File: config.mk
export PLATFORM = sky130hd
export DESIGN_NAME = mem_access_stage
export DESIGN_NICKNAME = d
export VERILOG_FILES = /design/src/rtl/mem_access_stage_pkg.sv /design/src/rtl/mem_access_stage_timeout_ctr.sv /design/src/rtl/mem_access_stage.sv
export SDC_FILE = /design/constraint.sdc
export NUM_CORES = 1
export LEC_CHECK = 0
export ABC_CLOCK_PERIOD_IN_PS = 2500
export CAP_MARGIN = 30
export CORE_MARGIN = 4
export CORE_UTILIZATION = 43
export CTS_BUF_LIST = sky130_fd_sc_hd__clkbuf_16
export DETAILED_ROUTE_END_ITERATION = 12
export PLACE_DENSITY = 0.92
export SLEW_MARGIN = 20
export SYNTH_ARGS = -nofsm -noshare
export SYNTH_HDL_FRONTEND = slang
export SYNTH_HIERARCHICAL = 1
export SYNTH_SLANG_ARGS = --single-unit
File: constraint.sdc
create_clock -name clk -period 2.5 [get_ports clk]
set_clock_uncertainty 0.2 [all_clocks]
set_input_delay 0.5 -clock clk [delete_from_list [all_inputs] [get_ports clk]]
set_output_delay 0.5 -clock clk [all_outputs]
set_load 0.1 [all_outputs]
File: src/rtl/mem_access_stage_pkg.sv
// mem_access_stage_pkg: control-field bit positions and MEM-stage state encoding
package mem_access_stage_pkg;
   localparam int M_MEMREAD   = 1;
   localparam int M_MEMWRITE  = 0;
   localparam int WB_REGWRITE = 1;
   typedef enum logic {ST_IDLE, ST_WAIT} state_t;
endpackage

File: src/rtl/mem_access_stage_timeout_ctr.sv
// mem_timeout_ctr: wait-cycle counter that flags expiry at TIMEOUT-1
module mem_timeout_ctr #(
   parameter int TIMEOUT = 16
) (
   input  logic clk,
   input  logic rst,
   input  logic clr,
   input  logic en,
   output logic expire
);
   localparam int CW = TIMEOUT > 1 ? $clog2(TIMEOUT) : 1;
   logic [CW-1:0] cnt;
   assign expire = cnt == CW'(TIMEOUT - 1);
   // count unanswered wait cycles, saturating at the expiry value
   always_ff @(posedge clk)
      if (rst || clr) cnt <= '0;
      else if (en && !expire) cnt <= cnt + CW'(1);
endmodule

File: src/rtl/mem_access_stage.sv
// mem_access_stage: MEM stage driving a req/ack data memory and loading MEM/WB
module mem_access_stage
   import mem_access_stage_pkg::*;
#(
   parameter int SIZE      = 32,
   parameter int ADDR_SIZE = 5,
   parameter int S_WB      = 2,
   parameter int S_M       = 3,
   parameter int TIMEOUT   = 16
) (
   input  logic                 clk,
   input  logic                 rst,
   input  logic [S_WB-1:0]      WB_in,
   input  logic [S_M-1:0]       M_in,
   input  logic [SIZE-1:0]      alu_result,
   input  logic [SIZE-1:0]      store_data,
   input  logic [ADDR_SIZE-1:0] AWriteReg_in,
   output logic                 stall,
   output logic                 dmem_req,
   output logic                 dmem_we,
   output logic [SIZE-1:0]      dmem_addr,
   output logic [SIZE-1:0]      dmem_wdata,
   input  logic                 dmem_ack,
   input  logic [SIZE-1:0]      dmem_rdata,
   output logic [S_WB-1:0]      WB_out,
   output logic [SIZE-1:0]      read_data_out,
   output logic [SIZE-1:0]      alu_out,
   output logic [ADDR_SIZE-1:0] AWriteReg_out,
   output logic                 valid_out,
   output logic                 timeout_err
);
   state_t                 state, state_nx;
   logic                   memop, done, expire;
   logic [S_WB-1:0]        wb_q;
   logic [ADDR_SIZE-1:0]   rd_q;
   logic                   unused_branch;
   assign unused_branch = M_in[S_M-1];
   mem_timeout_ctr #(.TIMEOUT(TIMEOUT)) u_ctr (
      .clk    (clk),
      .rst    (rst),
      .clr    (state == ST_IDLE),
      .en     (state == ST_WAIT && !dmem_ack),
      .expire (expire)
   );
   // next state and EX/MEM hold; a timeout completes like an ack
   always_comb begin
      memop    = M_in[M_MEMREAD] | M_in[M_MEMWRITE];
      done     = state == ST_WAIT && (dmem_ack || expire);
      state_nx = state == ST_IDLE ? (memop ? ST_WAIT : ST_IDLE) : (done ? ST_IDLE : ST_WAIT);
      stall    = state == ST_IDLE ? memop : !done;
   end
   // state register
   always_ff @(posedge clk)
      state <= rst ? ST_IDLE : state_nx;
   // memory request and MEM/WB register
   always_ff @(posedge clk) begin
      if (rst) begin
         dmem_req      <= 1'b0;
         dmem_we       <= 1'b0;
         dmem_addr     <= '0;
         dmem_wdata    <= '0;
         wb_q          <= '0;
         rd_q          <= '0;
         WB_out        <= '0;
         read_data_out <= '0;
         alu_out       <= '0;
         AWriteReg_out <= '0;
         valid_out     <= 1'b0;
         timeout_err   <= 1'b0;
      end else if (state == ST_IDLE && memop) begin
         dmem_req   <= 1'b1;
         dmem_we    <= M_in[M_MEMWRITE];
         dmem_addr  <= alu_result;
         dmem_wdata <= store_data;
         wb_q       <= WB_in;
         rd_q       <= AWriteReg_in;
         WB_out     <= '0;
         valid_out  <= 1'b0;
      end else if (state == ST_IDLE) begin
         WB_out        <= WB_in;
         read_data_out <= '0;
         alu_out       <= alu_result;
         AWriteReg_out <= AWriteReg_in;
         valid_out     <= 1'b1;
      end else if (done) begin
         dmem_req      <= 1'b0;
         WB_out        <= dmem_ack ? wb_q : wb_q & ~(S_WB'(1) << WB_REGWRITE);
         read_data_out <= (dmem_we || !dmem_ack) ? '0 : dmem_rdata;
         alu_out       <= dmem_addr;
         AWriteReg_out <= rd_q;
         valid_out     <= 1'b1;
         timeout_err   <= timeout_err | !dmem_ack;
      end else begin
         WB_out    <= '0;
         valid_out <= 1'b0;
      end
   end
endmodule

* After elaboration in Yosys (flattened, before gate mapping)
Cells that the tools add are included.
** Word-level totals
- Register bits after elaboration :: 151
- Input port bits :: 109
- Output and inout bits :: 140
- Logic and storage cells :: 56
** Cells by class
- Add/sub/neg operators :: 1
- Equal/unequal tests :: 2
- Multiplexer cells :: 19
- Bitwise gates (word level) :: 4
- Reduce and logical (&&, ||, !) cells :: 16
** Operators by type and width (count)
- $mux 32 :: 5
- $mux 5 :: 2
- $mux 1 :: 9
- $mux 2 :: 3
- $add 4x1->4 const B :: 1
- $eq 4x4->1 const B :: 1
- $logic_and 1x1->1 :: 4
- $reduce_and 2->1 :: 2
- $reduce_bool 2->1 :: 2
- $logic_not 1->1 :: 3
- $logic_or 1x1->1 :: 3
- $reduce_and 3->1 :: 1
- $ne 2x1->1 const B :: 1
- $not 1->1 :: 2
- $or 1x1->1 :: 2
- $reduce_or 2->1 :: 1

* Logic depth before layout (Yosys ltp)
- Depth after elaboration :: 6
- Mapped depth :: 8
- Mapped depth without buffers :: 6

* By module
The synthesis kept the hierarchy.
** By module, submodules not included
- mem_access_stage :: instances 1, cells each 672, area an instance 5700.5 µm², sequential area each 2942.8 µm²
- mem_timeout_ctr :: instances 1, cells each 22, area an instance 211.5 µm², sequential area each 80.1 µm²

* Worst setup path before layout
No wires, ideal clock.
- Kind :: flip-flop to output port
- From :: register u_ctr.cnt[0]
- To :: output stall
- Data arrival time :: 1794 ps
- Slack :: 6 ps
- Stages on the path, launching flop included :: 6
- Path buffers :: 0
- Cells stage by stage :: dfxtp_1 ha_1 nand3_2 inv_2 or3b_4 nand2_1
** On the way
- Cells in the longest elaborated chain, start to end :: 5
** RTL lines
- from (decl) :: RTL line mem_access_stage_timeout_ctr.sv:12 : logic [CW-1:0] cnt;
- from (signal assigned) :: RTL line mem_access_stage_timeout_ctr.sv:17 : else if (en && !expire) cnt <= cnt + CW'(1);
- $eq 4x4->1 :: RTL line mem_access_stage_timeout_ctr.sv:13 : assign expire = cnt == CW'(TIMEOUT - 1);
- via expire :: RTL line mem_access_stage.sv:33 : logic memop, done, expire;
- $logic_or 1x1->1 :: RTL line mem_access_stage.sv:48 : done = state == ST_WAIT && (dmem_ack || expire);
- $logic_and 1x1->1 :: RTL line mem_access_stage.sv:48
- $logic_not 1->1 :: RTL line mem_access_stage.sv:50 : stall = state == ST_IDLE ? memop : !done;
- $mux 1 :: RTL line mem_access_stage.sv:50
- to (decl) :: RTL line mem_access_stage.sv:18 : output logic stall,
The timed path passes the listed nets, and every way through them passes these cells.

* Worst setup path after layout
Ends and elaborated chain as after synthesis.

==> metrics.cfg <==
[power_and_ir_drop]
p_per_area_nw_per_um2=806
vdd_drop_max_mv=0.470
total_power_uw=7140
p_leak_uw=0.00351

[floorplanning]
die-area_um2=15700
pin_count=249
die_h_um=125
rows=42
fp.coreArea_um2=13300
die_width_um=125
initial_core_util_pct=44.3

[critical_path]
cp_max_fo=3
crit_path_end_kind=output pin
crit_arrival_ns=1.73
required_ns=1.80
ff2ff_path_depth=8
critical_path_class=register to output pin
start_kind=register

[placed_design]
dp_hpwl_mm=12.5
dp_cells=1074
portBuffers=247
postPlaceCellArea_um2=8230
gp_congestion=0.806

[cells_and_area]
layout-drive-gt1-share_pct=23.8
area_growth_pct=49.9
layout_common_cells=buf_4, nand3_1, dfxtp_1, nand2_1, clkdlybuf4s50_1
n_antenna_cell=0
nFillCells=1098
final_common_cell=buf_4
final_area_um2=8860
final_cells=1106
nets=1029

[cts]
clockBufferDepth=2
clk-insertion-delay-late_ns=0.40
htree_levels=4
clk_pin_slew_ns=0.06
cts_tree=built
holdBufCountCts=0
clkSinkCount=151
cts_buffers=17
root_buffer=clkbuf_16

[detailed_routing]
routed_wl_mm=18.2
firstDrtPassIters=5
dr_total_vias=6032
ant_nets=0
drtIter0Drc=454
drc=0
wire_per_inst_um=16.4
via_per_inst=5.45

[sta]
setup_viol=0
rsz0062_at_grt=no
period_share_pct=97.2
period_minus_slack_ns=2.43
relSlewSlack_pct=59.4
whs_ns=0.161
worst-slew-pin-transition_ns=0.609
drv_slew=0
setup_tns_ns=0
hold_violations=0
max_freq_mhz=411

[synthesis]
ys_ff_latch=151
synth_nets=804
yosys.area_share.simple_pct=24.2
synth_top_family_by_area=simple AND/OR/NAND/NOR gates
ys.warnings.count=6
synth_area_per_cell_um2=8.52
synth_cell_types=33
synthCells=694
synth_compound_area_share_pct=18.6
synthAdderAreaFrac_pct=0.212
seq_area_frac_synth_pct=51.1
synth-xor-area-share_pct=0
yosys-mux-area-fraction_pct=0
netlist_area_um2=5910

[status]
status=complete, no violations

[grt]
grt_overflow=0
grt_pass1_wl_mm=29.3
grt_max_degree=78
antenna_found_initial=1
use_met2_pct=38.3
grt_util_met1_pct=27.3
groute.usage.overall_pct=22.5
met3_usage_pct=6.99
grt-busiest-layer=met2
grt_pass1_vias=5700

[min_path]
hold-path-cell-count=2
hp-class=input port to register

[job]
maxCapViolations=0

-- report_power, final --
group | switching [uW] | internal, uW
clock | 938 | 1640
combinational | 1420 | 497
sequential | 93.8 | 2550
-- flip-flops by register name (all words and copies together) (netlist names), 2 cells and up --
register,flops
rd_q,5
dmem_wdata,32
WB_out,2
u_ctr/cnt,4
wb_q,2
read_data_out,32
AWriteReg_out,5
dmem_addr,32
alu_out,32
-- worst paths after layout --
path	start	endpoint	slack, ns
max	u_ctr/cnt[0]	stall	0.07
min	rst	dmem_req	0.16
max reg2reg	u_ctr/cnt[0]	read_data_out[5]	0.50
min reg2reg	dmem_wdata[8]	dmem_wdata[8]	0.25
-- through the flow --
stage	setup slack (ns)	util [%]
finish	0.0698	66.4
detailed placement	0.0774	61.7
global route	0.00328	66.4
floorplan	0.00570	-
global placement	0.132	61.7
CTS	0.0171	66.2
-- cell usage after synthesis --
cell type,number,area [um2]
buf_4,6,45.0
buf_6,3,33.8
o21ai_2,1,8.76
ha_1,1,12.5
nand4_1,1,6.26
nand2_1,146,548
o41ai_2,1,16.3
a21oi_4,1,16.3
a21oi_1,77,385
a22o_1,23,201
nand3_2,1,10.0
buf_1,2,7.51
o21bai_1,1,7.51
buf_2,28,140
nand4b_1,2,17.5
nor4b_4,1,23.8
a41oi_1,37,324
clkbuf_1,28,105
or3b_4,1,11.3
or2_2,2,12.5
o21ba_2,1,10.0
and2b_2,1,8.76
dfxtp_1,151,3020
o211ai_1,1,7.51
a21boi_1,1,7.51
a22o_2,9,90.1
o211ai_2,1,12.5
o21ai_0,2,10.0
nor2_1,6,22.5
nand3_1,153,766
inv_1,2,7.51
nor2_2,1,6.26
inv_2,2,7.51
-- area by class of cell --
| class | instances | area (um2) | share of cell area [%] |
|---|---|---|---|
| inverter | 4 | 15.0 | 0.169 |
| clock buffer | 17 | 425 | 4.80 |
| timing repair buffer | 273 | 2430 | 27.4 |
| sequential | 151 | 3030 | 34.2 |
| multi-input combinational | 472 | 2580 | 29.1 |
| clock inverter | 13 | 163 | 1.84 |
| tap | 176 | 220 | 2.49 |
-- routing by layer --
layer / vias to the layer above / wire length (um)
met3: 28 / 1630
met2: 252 / 8970
li1: 2914 / -
met4: 2 / 270
met1: 2836 / 7300
met5: - / 13
-- kinds of logic (layout without fill, tap and decap cells) --
| kind of cell | Yosys count | after routing |
|---|---|---|
| AOI/OAI and AO/OA | 156 | 156 |
| and+or+nand+nor | 315 | 315 |
| adders and majority gates | 1 | 1 |
| DFF | 151 | 151 |
| buffers and inverters | 71 | 307 |
-- critical path, stage by stage (launching register included) --
cell and delay (ns):
dfxtp_4 0.36, ha_4 0.17, nand3_2 0.09, inv_2 0.04, or3b_4 0.41, nand2_4 0.10
buf_12 0.17
-- repair_timing --
action	4_1_cts	5_1_grt
endpoints found under the hold margin	0	0
resized for setup	4	3
endpoints found under the setup margin	1	1
setup buffers	0	2
pin swaps	1	1
Note: power is estimated with default switching activity, not from simulation.
